==> config.mk <==
export PLATFORM = sky130hd
export DESIGN_NAME = mem_bus_router
export DESIGN_NICKNAME = d
export VERILOG_FILES = /design/src/rtl/mem_bus_router.sv
export SDC_FILE = /design/constraint.sdc
export NUM_CORES = 1
export LEC_CHECK = 0
export BUFFER_PORTS_ARGS = -buffer_cell sky130_fd_sc_hd__buf_2
export CAP_MARGIN = 10
export CORE_ASPECT_RATIO = 0.5
export CORE_UTILIZATION = 50
export CTS_CLUSTER_DIAMETER = 40
export DETAILED_ROUTE_END_ITERATION = 16
export PLACE_DENSITY_LB_ADDON = 0.25
export SETUP_SLACK_MARGIN = 0.15
export SLEW_MARGIN = 20
export SYNTH_ARGS = -nofsm -noshare
export SYNTH_HDL_FRONTEND = slang
export SYNTH_SLANG_ARGS = --single-unit
==> constraint.sdc <==
create_clock -name clk -period 2.3 [get_ports clk]
set_clock_uncertainty 0.05 [all_clocks]
set_input_delay 0 -clock clk [delete_from_list [all_inputs] [get_ports clk]]
set_output_delay 0 -clock clk [all_outputs]
set_load 0.005 [all_outputs]
==> src/rtl/mem_bus_router.sv <==
// Address-decoding router from a single core memory port to N slave ports,
// with a per-transaction ready timeout and error reporting.
module mem_bus_router #(
  parameter int                      N_SLAVES  = 2,
  parameter logic [N_SLAVES*32-1:0]  SLV_BASE  = {32'h1000_0000, 32'h0000_0000},
  parameter logic [N_SLAVES*32-1:0]  SLV_MASK  = {32'hF000_0000, 32'hFFFF_0000},
  parameter int                      TIMEOUT   = 255,
  parameter logic [31:0]             ERR_RDATA = 32'hDEAD_BEEF
) (
  input  logic                    clk,
  input  logic                    resetn,
  input  logic                    mem_valid,
  input  logic                    mem_instr,
  input  logic [31:0]             mem_addr,
  input  logic [31:0]             mem_wdata,
  input  logic [3:0]              mem_wstrb,
  output logic                    mem_ready,
  output logic [31:0]             mem_rdata,
  output logic [N_SLAVES-1:0]     s_valid,
  output logic [N_SLAVES-1:0]     s_instr,
  output logic [N_SLAVES*32-1:0]  s_addr,
  output logic [N_SLAVES*32-1:0]  s_wdata,
  output logic [N_SLAVES*4-1:0]   s_wstrb,
  input  logic [N_SLAVES-1:0]     s_ready,
  input  logic [N_SLAVES*32-1:0]  s_rdata,
  output logic                    bus_err,
  output logic                    err_timeout,
  output logic [31:0]             err_addr,
  output logic [15:0]             err_cnt
);

  localparam int SW = (N_SLAVES > 1) ? $clog2(N_SLAVES) : 1;
  localparam logic [15:0] TMO_LAST = 16'(TIMEOUT - 1);

  typedef enum logic [1:0] {
    IDLE,
    ACTIVE,
    RESP
  } state_t;

  state_t                 state_q, state_d;
  logic [SW-1:0]          sel_q, sel_d;
  logic [31:0]            addr_q, addr_d;
  logic [15:0]            cnt_q, cnt_d;
  logic                   mem_ready_q, mem_ready_d;
  logic [31:0]            mem_rdata_q, mem_rdata_d;
  logic [N_SLAVES-1:0]    s_valid_q, s_valid_d;
  logic [N_SLAVES-1:0]    s_instr_q, s_instr_d;
  logic [N_SLAVES*32-1:0] s_addr_q, s_addr_d;
  logic [N_SLAVES*32-1:0] s_wdata_q, s_wdata_d;
  logic [N_SLAVES*4-1:0]  s_wstrb_q, s_wstrb_d;
  logic                   bus_err_q, bus_err_d;
  logic                   err_timeout_q, err_timeout_d;
  logic [31:0]            err_addr_q, err_addr_d;
  logic [15:0]            err_cnt_q, err_cnt_d;

  logic          hit;
  logic [SW-1:0] hit_idx;
  logic [SW+4:0] hit_off;
  logic [SW+4:0] sel_off;
  logic [SW+1:0] hit_soff;
  logic [15:0]   err_cnt_inc;

  // Descending scan so the lowest matching index is the one left standing
  always_comb begin
    hit     = 1'b0;
    hit_idx = '0;
    for (int i = N_SLAVES - 1; i >= 0; i--) begin
      if ((mem_addr & SLV_MASK[i*32 +: 32]) == SLV_BASE[i*32 +: 32]) begin
        hit     = 1'b1;
        hit_idx = SW'(i);
      end
    end
  end

  assign hit_off     = {hit_idx, 5'd0};
  assign hit_soff    = {hit_idx, 2'd0};
  assign sel_off     = {sel_q, 5'd0};
  assign err_cnt_inc = (err_cnt_q == 16'hFFFF) ? err_cnt_q : err_cnt_q + 16'd1;

  always_comb begin
    state_d       = state_q;
    sel_d         = sel_q;
    addr_d        = addr_q;
    cnt_d         = cnt_q;
    mem_ready_d   = 1'b0;
    mem_rdata_d   = '0;
    s_valid_d     = s_valid_q;
    s_instr_d     = s_instr_q;
    s_addr_d      = s_addr_q;
    s_wdata_d     = s_wdata_q;
    s_wstrb_d     = s_wstrb_q;
    bus_err_d     = 1'b0;
    err_timeout_d = 1'b0;
    err_addr_d    = err_addr_q;
    err_cnt_d     = err_cnt_q;
    unique case (state_q)
      IDLE: begin
        if (mem_valid && hit) begin
          sel_d                     = hit_idx;
          addr_d                    = mem_addr;
          cnt_d                     = '0;
          s_valid_d                 = '0;
          s_instr_d                 = '0;
          s_addr_d                  = '0;
          s_wdata_d                 = '0;
          s_wstrb_d                 = '0;
          s_valid_d[hit_idx]        = 1'b1;
          s_instr_d[hit_idx]        = mem_instr;
          s_addr_d[hit_off +: 32]   = mem_addr;
          s_wdata_d[hit_off +: 32]  = mem_wdata;
          s_wstrb_d[hit_soff +: 4]  = mem_wstrb;
          state_d                   = ACTIVE;
        end else if (mem_valid) begin
          mem_ready_d = 1'b1;
          mem_rdata_d = ERR_RDATA;
          bus_err_d   = 1'b1;
          err_addr_d  = mem_addr;
          err_cnt_d   = err_cnt_inc;
          state_d     = RESP;
        end
      end
      ACTIVE: begin
        if (s_ready[sel_q] || cnt_q == TMO_LAST) begin
          s_valid_d   = '0;
          s_instr_d   = '0;
          s_addr_d    = '0;
          s_wdata_d   = '0;
          s_wstrb_d   = '0;
          cnt_d       = '0;
          mem_ready_d = 1'b1;
          state_d     = RESP;
          // A ready arriving on the final wait cycle still completes cleanly
          if (s_ready[sel_q]) begin
            mem_rdata_d = s_rdata[sel_off +: 32];
          end else begin
            mem_rdata_d   = ERR_RDATA;
            bus_err_d     = 1'b1;
            err_timeout_d = 1'b1;
            err_addr_d    = addr_q;
            err_cnt_d     = err_cnt_inc;
          end
        end else begin
          cnt_d = cnt_q + 16'd1;
        end
      end
      RESP: begin
        state_d = IDLE;
      end
      default: begin
        state_d = IDLE;
      end
    endcase
  end

  always_ff @(posedge clk or negedge resetn) begin
    if (!resetn) begin
      state_q       <= IDLE;
      sel_q         <= '0;
      addr_q        <= '0;
      cnt_q         <= '0;
      mem_ready_q   <= 1'b0;
      mem_rdata_q   <= '0;
      s_valid_q     <= '0;
      s_instr_q     <= '0;
      s_addr_q      <= '0;
      s_wdata_q     <= '0;
      s_wstrb_q     <= '0;
      bus_err_q     <= 1'b0;
      err_timeout_q <= 1'b0;
      err_addr_q    <= '0;
      err_cnt_q     <= '0;
    end else begin
      state_q       <= state_d;
      sel_q         <= sel_d;
      addr_q        <= addr_d;
      cnt_q         <= cnt_d;
      mem_ready_q   <= mem_ready_d;
      mem_rdata_q   <= mem_rdata_d;
      s_valid_q     <= s_valid_d;
      s_instr_q     <= s_instr_d;
      s_addr_q      <= s_addr_d;
      s_wdata_q     <= s_wdata_d;
      s_wstrb_q     <= s_wstrb_d;
      bus_err_q     <= bus_err_d;
      err_timeout_q <= err_timeout_d;
      err_addr_q    <= err_addr_d;
      err_cnt_q     <= err_cnt_d;
    end
  end

  assign mem_ready   = mem_ready_q;
  assign mem_rdata   = mem_rdata_q;
  assign s_valid     = s_valid_q;
  assign s_instr     = s_instr_q;
  assign s_addr      = s_addr_q;
  assign s_wdata     = s_wdata_q;
  assign s_wstrb     = s_wstrb_q;
  assign bus_err     = bus_err_q;
  assign err_timeout = err_timeout_q;
  assign err_addr    = err_addr_q;
  assign err_cnt     = err_cnt_q;

endmodule
# Word-level counts from Yosys, hierarchy flattened
# Index checks and enable logic that the tools add are counted.
# W data, S select, Z words.
dict set report totals {
  ff_bits 274
  latch_bits 0
  ramBits 0
  romBits 0
  input_bits 138
  memories 0
}
dict set report op_classes {
  addsub 4
  multipliers 0
  n_div 0
  order_cmp 3
  n_eq_ne 10
  n_shift 6
  muxes 51
  bitwise_logic 4
  n_reduce_logical 11
}
# op count
set op_table {}
lappend op_table {{$mux W32} 8}
lappend op_table {{$pmux W64 S2} 2}
lappend op_table {{$mux W64} 3}
lappend op_table {{$and A64 B64 Y64} 2}
lappend op_table {{$pmux W32 S2} 2}
lappend op_table {{$shiftx A32 B8 Y64} 2}
lappend op_table {{$mux W16} 7}
lappend op_table {{$pmux W16 S2} 2}
lappend op_table {{$shift A32 B8 Y64 const A} 1}
lappend op_table {{$shiftx A64 B7 Y32} 1}
lappend op_table {{$add A16 B1 Y16 const B} 2}
lappend op_table {{$logic_not A32 Y1} 1}
lappend op_table {{$eq A16 B16 Y1 const B} 1}
lappend op_table {{$eq A16 B8 Y1 const B} 1}
lappend op_table {{$mux W8} 2}
lappend op_table {{$pmux W8 S2} 1}
lappend op_table {{$mux W1} 12}
lappend op_table {{$mux W2} 6}
lappend op_table {{$pmux W2 S2} 3}
lappend op_table {{$ne A2 B2 Y1 const B} 5}
lappend op_table {{$and A8 B8 Y8} 1}
lappend op_table {{$neg A6 Y8} 1}
lappend op_table {{$shift A4 B5 Y8 const A} 1}
lappend op_table {{$shiftx A4 B5 Y8} 1}
lappend op_table {{other kinds (16)} 21}

# Longest topological paths before layout
# Gate-level depths: netlist of the first run.
dict set report logic_depth {
  ltp_word 10
  ltp_mapped 9
  ltp_nobuf 8
}

# Worst setup path before layout of the first run
# Ideal clock, no wire load.
dict set report synth_path {
  path_kind {register -> register}
  start {register err_cnt_q[0] (netlist: err_cnt[0])}
  end {register err_cnt_q[1] (netlist: err_cnt[1])}
  setup_ns 0.125
  t_arrival_ns 1.874
  path_slack_ns 0.251
  path_stages_with_launch 7
  cell_sequence {dfrtp_1 ha_1 nand3_1 nor3_1 nand4_1 o21ai_2 mux2_2}
}
dict set report synth_via {
  elab_chain_cells 5
  elab_cells_between_ends 8
  cone_classes {add/sub (1); eq/ne (1); mux (6)}
}
# item line
set synth_lines {}
lappend synth_lines {{start, declared} 55} ;# logic [15:0] err_cnt_q, err_cnt_d;
lappend synth_lines {{start signal, assigned} 188} ;# err_cnt_q <= err_cnt_d;
lappend synth_lines {{$add A16 B1 Y16 / $eq A16 B16 Y1 (equally long branches)} 79} ;# assign err_cnt_inc = (err_cnt_q == 16'hFFFF) ? err_cnt_q : err_cnt_q + 16'd1;
lappend synth_lines {{$mux W16 *} 79}
lappend synth_lines {{$mux W16 (on tied branches)} {134, 114}}
lappend synth_lines {{$mux W16 (on tied branches)} {124, 99}}
lappend synth_lines {{$pmux W16 S2 *} 97} ;# unique case (state_q)
# Every way passes the cells marked *; elsewhere a longest branch is shown, timed or not. The select of a mux whose other input is x is not followed.
# A chain may end at the register's enable or synchronous reset.

# Worst setup path after layout of the first run
dict set report layout_path {
  start {register cnt_q[8]}
  end {register err_addr_q[24] (netlist: err_addr[24])}
}
dict set report layout_via {
  elab_chain_cells 4
}
# item line
set layout_lines {}
lappend layout_lines {{start, declared} 44} ;# logic [15:0] cnt_q, cnt_d;
lappend layout_lines {{start signal, assigned} 177} ;# cnt_q <= cnt_d;
lappend layout_lines {{$eq A16 B8 Y1} 124} ;# if (s_ready[sel_q] || cnt_q == TMO_LAST) begin
lappend layout_lines {{$logic_or A1 B1 Y1} 124}
lappend layout_lines {{$ne A2 B2 Y1 (no source line)} n/a}
lappend layout_lines {{$reduce_and A5 Y1 (no source line)} n/a}
lappend layout_lines {{end signal, assigned} 187} ;# err_addr_q <= err_addr_d;
lappend layout_lines {{end, declared} 54} ;# logic [31:0] err_addr_q, err_addr_d;
# No other way between the ends.

==> results of run 1 <==
[power by group]
part / switching, mW / leakage [nW] / internal, mW
Combinational: 1.05 / 4.14 / 1.29
Sequential: 0.420 / 3.57 / 5.45
Clock: 1.93 / 0.440 / 2.56
Total: 3.40 / 8.14 / 9.30
[synth_stat cells, types with 13 or more instances]
cell type and instances:
mux2i_1 32, a22o_1 118, a31oi_1 35, and2_1 19
clkbuf_1 33, xor2_1 19, buf_2 21, nor2_1 63
dfrtp_1 274, o21ai_0 30, nand3_1 13, nand2_1 74
mux2_2 29
[metrics by stage]
stage / hold WS [ps] / instance area, µm² / setup slack (ps) / total power [mW]
after global routing: 159.9 / 15570 / 35.33 / 13.24
final: 171.0 / 15570 / 197.6 / 12.70
after global placement: -57.19 / 12900 / 199.8 / 7.759
after floorplan: -345.6 / 10700 / 251.1 / 6.790
after detailed placement: -51.21 / 12900 / 106.0 / 7.824
after CTS: 140.6 / 15210 / 146.7 / 12.58
[state kept, by name, summed over array words and instances (netlist names), 8 cells and up]
name	flops
s_wdata	64
err_addr	32
cnt_q	16
err_cnt	16
mem_rdata	32
s_wstrb	8
addr_q	32
s_addr	64
[kinds of logic (layout without fill, tap and decap cells)]
| family | after synthesis | after routing | synth area share (%) |
|---|---|---|---|
| flip-flops | 274 | 274 | 64.11 |
| AND/OR/NAND/NOR | 223 | 223 | 10.06 |
| AO/OA/AOI/OAI | 205 | 205 | 14.78 |
| buffers and inverters | 64 | 603 | 2.632 |
| multiplexers | 62 | 62 | 6.189 |
| XOR/XNOR | 23 | 23 | 1.883 |
| adder cells (fa/ha/maj) | 3 | 3 | 0.3510 |
| other | 0 | 2 | 0 |
[area by class of cell]
class	instances	share of cell area, %
inverter	5	0.1527
tap	273	2.194
clock buffer	37	4.838
sequential	274	44.06
clock inverter	13	0.9884
multi-input combinational	516	23.40
antenna	2	0.03214
timing repair buffer	548	24.33
[final timing paths]
path                                        start                       end  slack [ps]
setup / recovery             cnt_q[8]$_DFFE_PN0P_  err_addr[24]$_DFFE_PN0P_         200
hold reg to reg            s_addr[61]$_DFFE_PN0P_    s_addr[61]$_DFFE_PN0P_         430
min in group asynchronous                  resetn    s_wdata[1]$_DFFE_PN0P_         530
max in group asynchronous                  resetn    s_addr[59]$_DFFE_PN0P_         820
hold / removal                       mem_wdata[1]    s_wdata[1]$_DFFE_PN0P_         170
setup reg to reg             cnt_q[8]$_DFFE_PN0P_  err_addr[24]$_DFFE_PN0P_         200
[per-layer routing]
metal	vias up	part of all wire (%)	routed length (µm)
met5	-	0	0
met4	0	3.3	1105
met3	89	6.9	2327
met2	457	48	16070
met1	4709	42	13990
li1	4120	-	-
[layout by cell type, fill, tap and decap left out, drive strengths merged, types with 12 or more instances in the layout]
| cell type | synthesis | layout |
|---|---|---|
| buf | 26 | 403 |
| dfrtp | 274 | 274 |
| dlygate4sd3 | 0 | 139 |
| a22o | 118 | 118 |
| nand2 | 75 | 75 |
| nor2 | 65 | 65 |
| clkbuf | 33 | 43 |
| a31oi | 35 | 35 |
| mux2i | 32 | 32 |
| o21ai | 32 | 32 |
| mux2 | 30 | 30 |
| and2 | 19 | 19 |
| xor2 | 19 | 19 |
| nand3 | 13 | 13 |
| nand4 | 12 | 12 |
[critical path, delay by kind of cell (launching register included)]
family | cells | cell delay (ps)
flip-flops | 1 | 430
AND/OR/NAND/NOR | 5 | 820
buffers and inverters | 4 | 550
AO/OA/AOI/OAI | 1 | 170
[repair_timing]
action | in CTS | in global routing
gates resized for setup | 1 | 27
setup endpoints to repair | 24 | 202
hold endpoints to repair | 489 | 0
pin swaps | 1 | 5
hold buffers | 139 | 0
setup buffers | 1 | 10
gates cloned | 0 | 8
==> results_dict.tcl, run 1 <==
set metrics [dict create \
    status "finished clean" \
    p_leak_nw 8.143 \
    hp-class "input pin to flop" \
    final_cells 1668 \
    dieArea_um2 22020 \
    end_kind "flop" \
    final-setup-viol-count 0 \
    netlist.top_cell.by_area "dfrtp_1" \
    synthesis.area_um2 10700 \
    drive_above_1_share_pct 36.90 \
    ys_seq_area_share_pct 64.11 \
    placed_cells 1458 \
    vdd_drop_max_mv 0.4910 \
    max_slew_margin_pct 61.43 \
    overflow 0 \
    synth_cell_types 50 \
    r2r_cells 10 \
    grt_pass1_vias 9261 \
    grt_max_degree 77 \
    synth_area_per_cell_um2 12.52 \
    clkSlewWorstSetupHoldPaths_ps 60 \
    final_antenna_net_count 0 \
    grtUsageMet1_pct 39.34 \
    area_delta_synth_final_pct 45.58 \
    rsz0062_at_grt "yes" \
    via_count 9375 \
    viasPerCell 5.621 \
    placement_rows 37 \
    cts_buffers 27 \
    worst_ep_required_time_ps 2700 \
    die_w_um 208.8 \
    busiest_layer "met2" \
    syn_inst 854 \
    ys_ff_latch 274 \
    clock_latency_ps 550 \
    clock_sinks 274 \
    fin_crit_ps 2102 \
    timing.final.crit_share_pct 91.41 \
    whs_path_depth 3 \
    multi_input_area_um2 3643 \
    synth_edf_count 0 \
    met3_usage_pct 5.870 \
    initial_core_util_pct 51.57 \
    final_util_pct 75.07 \
    drc 0 \
    n_fill_cell 1304 \
    chipHeight_um 105.4 \
    worst_pin_slew_ps 578.5 \
    fin_nets 1513 \
    register_area_um2 6860 \
    path_cells "nor4_4, nand3b_1, nor4_4, buf_4, nor2_4, clkinv_4, buf_12, buf_12, nor2_2, a31oi_1" \
    cts_max_path_buffers 3 \
    pwr_density_cell_nw_per_um2 815.4 \
    cts_tree "done" \
    startpoint_type "flop" \
    wire_per_inst_um 20.08 \
    dp_hpwl_um 19800 \
    setup-tns-final_ps 0 \
    gp_congestion 0.8346 \
    grt_use_met2_pct 47.05 \
    async_flop_share_pct 100.0 \
    antenna_found_initial 2 \
    drtIter0Drc 801 \
    slowest_stage "dfrtp_2" \
    worstPathArrival_ps 2510 \
    drtPass1Iterations 5 \
    cpPeakStageDelay_ps 430 \
    ys_top_cells_by_area "dfrtp_1, a22o_1, mux2_2" \
    coreArea_um2 20740 \
    yosys_warnings 0 \
    htree_levels 1 \
    synth-main-ff-cell "dfrtp_1" \
    fmax_mhz 475.7 \
    syn_nets 995 \
    io-pin-count 361 \
    drv_cap 0 \
    crit_fanout 7 \
    routed_wl_um 33490 \
    track_usage_pct 28.98 \
    path_class "flop to flop" \
    root_buffer "clkbuf_16" \
    place.port_buffers 360 \
    grt_pass1_wl_um 50770 \
    synth_top_area_share_pct 64.11 \
    hold_violations 0 \
    drv_slew 0 \
]
No activity file was read; power rests on OpenSTA's default activity.
==> run 2: changes to the inputs <==
Settings changed: RECOVER_POWER set to 50.
Clock period 2.3 ns to 2.1 ns, I/O delays scaled along.
==> results_dict.tcl, run 2 (same netlist as run 1, synthesis figures left out) <==
set metrics [dict create \
    hold_violations 0 \
    timing.final.crit_share_pct 106.9 \
    antenna_found_initial 5 \
    drtIter0Drc 960 \
    clkSlewWorstSetupHoldPaths_ps 70 \
    placement_rows 37 \
    n_fill_cell 1050 \
    drv_slew 0 \
    fin_crit_ps 2244 \
    pwr_density_cell_nw_per_um2 841.8 \
    r2r_cells 10 \
    cts_tree "done" \
    drc 0 \
    initial_core_util_pct 51.57 \
    clock_sinks 274 \
    rsz0062_at_grt "yes" \
    whs_ps 108.1 \
    area_delta_synth_final_pct 58.88 \
    layout_common_cells "buf_2, dfrtp_1, dlygate4sd3_1" \
    final_common_cell "buf_2" \
    whs_path_depth 5 \
    place.port_buffers 360 \
    die_w_um 208.8 \
    io-pin-count 361 \
    final_cells 1727 \
    chipHeight_um 105.4 \
    fmax_mhz 445.6 \
    final_antenna_net_count 0 \
    startpoint_type "flop" \
    dpl_cell_area_um2 13220 \
    dieArea_um2 22020 \
    placed_cells 1492 \
    cts_buffers 26 \
    vdd_drop_max_mv 0.5653 \
    place_ws_ps -228.5 \
    htree_levels 1 \
    fin_total_pwr_mw 14.30 \
    via_count 10152 \
    coreArea_um2 20740 \
    crit_fanout 7 \
    fin_nets 1571 \
    overflow 0 \
    dp_hpwl_um 20560 \
    track_usage_pct 32.63 \
    worst_pin_slew_ps 1181 \
    final-setup-viol-count 136 \
    end_kind "flop" \
    setup_ws_ps -144.3 \
    worstPathArrival_ps 2630 \
    hp-class "input pin to flop" \
    drtPass1Iterations 5 \
    path_class "flop to flop" \
    worst_ep_required_time_ps 2480 \
    wire_per_inst_um 23.59 \
    gp_congestion 0.8478 \
    setup-tns-final_ps -9687 \
    violations "setup timing" \
    routed_wl_um 40750 \
    drive_above_1_share_pct 42.17 \
    drv_cap 0 \
    fin_area_um2 16990 \
    max_slew_margin_pct 21.26 \
    grt_pass1_vias 10183 \
    grt_pass1_wl_um 56280 \
    status "complete, but fails checks" \
    clock_latency_ps 540 \
    p_leak_nw 8.639 \
    viasPerCell 5.878 \
    root_buffer "clkbuf_16" \
    final_util_pct 81.93 \
    cts_max_path_buffers 3 \
    grt_max_degree 83 \
]
## run 2: cell types whose count changed in the layout (fill, tap and decap cells not counted), moves of 16 or more
cell      change
and2_4       +19
buf_2        -30
a31oi_1      -21
a31oi_4      +21
o21ai_2      +16
and2_1       -19
o21ai_0      -18
buf_4        +16
clkbuf_1     +28
## run 2: routing by layer
| metal | vias to the layer above | wire length, µm | track usage, % |
|---|---|---|---|
| li1 | 4254 | - | - |
| met1 | 5060 | 15230 | 40.71 |
| met2 | 669 | 20070 | 56.29 |
| met3 | 169 | 3382 | 6.555 |
| met4 | 0 | 2062 | 12.87 |
| met5 | - | 0 | 0 |
## run 2: repair_timing
action,4_1_cts,5_1_grt
pin swaps,27,132
hold buffers,136,0
cloned,12,16
gates resized for setup,58,105
setup buffers,12,7
hold endpoints to repair,487,0
setup endpoints to repair,252,236
## run 2: layout make-up
cell class / count / area [µm²] / share of cell area (%)
flip-flops and latches: 274 / 6859 / 40.37
diodes: 5 / 12.51 / 0.07363
clock inverters: 12 / 107.6 / 0.6332
repair buffers: 607 / 4743 / 27.91
clock buffers: 35 / 745.7 / 4.388
multi-input cells: 516 / 4159 / 24.48
inverters: 5 / 23.77 / 0.1399
well taps: 273 / 341.6 / 2.010
## run 2: worst max-delay path, cell delays in order, from the launching register on
cell and delay, ps:
dfrtp_1 410, nor4_2 300, nand3b_1 240, buf_4 220
nor4_4 130, buf_4 190, nor2_4 50, clkinv_4 140
buf_6 120, a31oi_1 80, a41oi_1 210
## run 2: path summary, 6_finish.rpt
path | start | to | slack (ps)
worst max-delay path | cnt_q[8]$_DFFE_PN0P_ | err_cnt[14]$_DFFE_PN0P_ | -140
worst min-delay path | mem_valid | cnt_q[7]$_DFFE_PN0P_ | 110
worst max register to register | cnt_q[8]$_DFFE_PN0P_ | err_cnt[14]$_DFFE_PN0P_ | -140
worst min register to register | s_valid[0]$_DFFE_PN0P_ | s_valid[0]$_DFFE_PN0P_ | 440
max in group asynchronous | resetn | s_addr[16]$_DFFE_PN0P_ | 320
min in group asynchronous | resetn | s_wdata[5]$_DFFE_PN0P_ | 230
## run 2: where the power goes
| part | leakage, nW | switching, mW | internal [mW] |
|---|---|---|---|
| registers | 3.57 | 0.490 | 5.97 |
| logic | 4.66 | 1.42 | 1.64 |
| clock network | 0.415 | 2.13 | 2.64 |
| total | 8.64 | 4.04 | 10.3 |
==> run 3: changes to the inputs <==
Settings changed: BUFFER_PORTS_ARGS -buffer_cell sky130_fd_sc_hd__buf_2 to not set, CORE_UTILIZATION 50 to 55, DONT_BUFFER_PORTS set to 1.
==> results_dict.tcl, run 3 (same netlist as run 1, synthesis figures left out) <==
set metrics [dict create \
    clkSlewWorstSetupHoldPaths_ps 70 \
    path_cells "nor4_1, nand3b_1, nor4_4, buf_6, nor2_4, inv_8, buf_12, nor2_1, a31oi_4" \
    drv_cap 0 \
    startpoint_type "flop" \
    seqPwrFrac_pct 49.9 \
    fin_total_pwr_mw 13.28 \
    timing.final.crit_share_pct 100.8 \
    clock_sinks 274 \
    die_w_um 199.2 \
    drtPass1Iterations 4 \
    switching_power_mw 3.467 \
    cts_tree "done" \
    final-setup-viol-count 2 \
    whs_ps -888.5 \
    initial_core_util_pct 57.20 \
    end_kind "flop" \
    coreArea_um2 18700 \
    drv_slew 0 \
    p_int_mw 9.810 \
    drc 0 \
    swShare_pct 26.11 \
    worst_pin_slew_ps 596.1 \
    max_slew_margin_pct 59.74 \
    crit_fanout 8 \
    final_util_pct 75.73 \
    cp-startpoint "cnt_q[9]$_DFFE_PN0P_" \
    fin_crit_ps 2118 \
    final_common_cell "dfrtp_1" \
    via_count 8156 \
    fin_nets 1164 \
    placement_rows 35 \
    grt_pass1_wl_um 45390 \
    dieArea_um2 20040 \
    viasPerCell 6.255 \
    status "complete, but fails checks" \
    final_antenna_net_count 0 \
    rsz0062_at_grt "yes" \
    cts_hold_buffers 138 \
    worstPathArrival_ps 2490 \
    p_comb_share_pct 13.6 \
    overflow 0 \
    antenna_found_initial 2 \
    vdd_drop_max_mv 0.7586 \
    drtIter0Drc 482 \
    gp_congestion 0.7907 \
    io-pin-count 361 \
    htree_levels 1 \
    track_usage_pct 29.52 \
    cts_buffers 26 \
    root_buffer "clkbuf_16" \
    clkPwrFrac_pct 36.5 \
    pwr_density_cell_nw_per_um2 937.6 \
    dp_hpwl_um 17460 \
    fmax_mhz 472.2 \
    grt_max_degree 275 \
    clock_latency_ps 530 \
    p_leak_nw 6.647 \
    worst_ep_required_time_ps 2470 \
    hp-class "input pin to asynchronous set/reset pin" \
    hold_violations 274 \
    place.port_buffers 0 \
    reg2reg_slack_ps -20 \
    cts_max_path_buffers 3 \
    wire_per_inst_um 25.15 \
    cpPeakStageDelay_ps 390 \
    routed_wl_um 32790 \
    path_class "flop to flop" \
    area_delta_synth_final_pct 32.41 \
    grt_pass1_vias 7873 \
    setup_ws_ps -17.57 \
    violations "hold timing, setup timing" \
    layout_common_cells "dfrtp_1, dlygate4sd3_1, a22o_1" \
    r2r_start "cnt_q[9]$_DFFE_PN0P_" \
    chipHeight_um 100.6 \
    slowest_stage "dfrtp_1" \
    drive_above_1_share_pct 17.26 \
]
run 3: final timing paths:
check	depth (start not counted)	end
worst max-delay path	9	err_addr[24]$_DFFE_PN0P_
worst min-delay path	0	s_wdata[3]$_DFFE_PN0P_
worst max register to register	9	err_addr[24]$_DFFE_PN0P_
worst min register to register	1	addr_q[1]$_DFFE_PN0P_
max in group asynchronous	0	mem_rdata[7]$_DFF_PN0_
min in group clk	5	sel_q$_DFFE_PN0P_
run 3: area by class of cell:
type,instances,area [µm²]
repair inverters,1,8.758
flip-flops and latches,274,6858
clock buffers,38,767.0
well taps,259,324.1
diodes,2,5.005
inverters,5,26.28
repair buffers,198,2233
clock inverters,10,122.6
multi-input cells,517,3816
fillers,1081,4538
run 3: through the flow:
| step | instances | hold slack (ps) | worst slack [ps] | area (µm²) | setup TNS (ps) |
|---|---|---|---|---|---|
| after floorplan | 854 | -345.6 | 180.5 | 10700 | 0 |
| after global placement | 1086 | -341.4 | -19.58 | 11100 | -273.8 |
| after detailed placement | 1086 | -342.2 | -77.30 | 11100 | -1522 |
| after CTS | 1284 | -900.3 | -15.72 | 13670 | -118.0 |
| after global routing | 1304 | -908.5 | -86.15 | 14160 | -1186 |
| final | 1304 | -888.5 | -17.57 | 14160 | -25.76 |
run 3: worst max-delay path: cells and delay by family, from the launching register on:
family / cells / cell delay [ps]
simple gates: 5 / 970
buf+inv: 3 / 400
flops: 1 / 390
compound gates: 1 / 190
run 3: power by group through the flow:
stage	sequential [mW]	clock, mW	combinational, mW
floorplan	6.48	0	0.962
global placement	6.66	0	1.13
global route	6.69	5.13	1.92
finish	6.62	4.85	1.80
CTS	6.59	4.89	1.58
detailed placement	6.67	0	1.19
run 3: per-layer routing:
metal / vias up / share of wire, % / wire, µm / global-route usage (%)
li1: 3423 / - / - / -
met1: 4185 / 38 / 12500 / 36.61
met2: 451 / 49 / 16190 / 50.42
met3: 97 / 8.8 / 2874 / 7.427
met4: 0 / 3.8 / 1236 / 11.07
met5: - / 0 / 0 / 0
run 3: what timing repair did:
item | CTS | global route
setup buffers | 7 | 9
endpoints found under the hold margin | 498 | 274
gates cloned | 5 | 9
pin swaps | 7 | 11
resized for setup | 22 | 49
setup endpoints to repair | 139 | 242
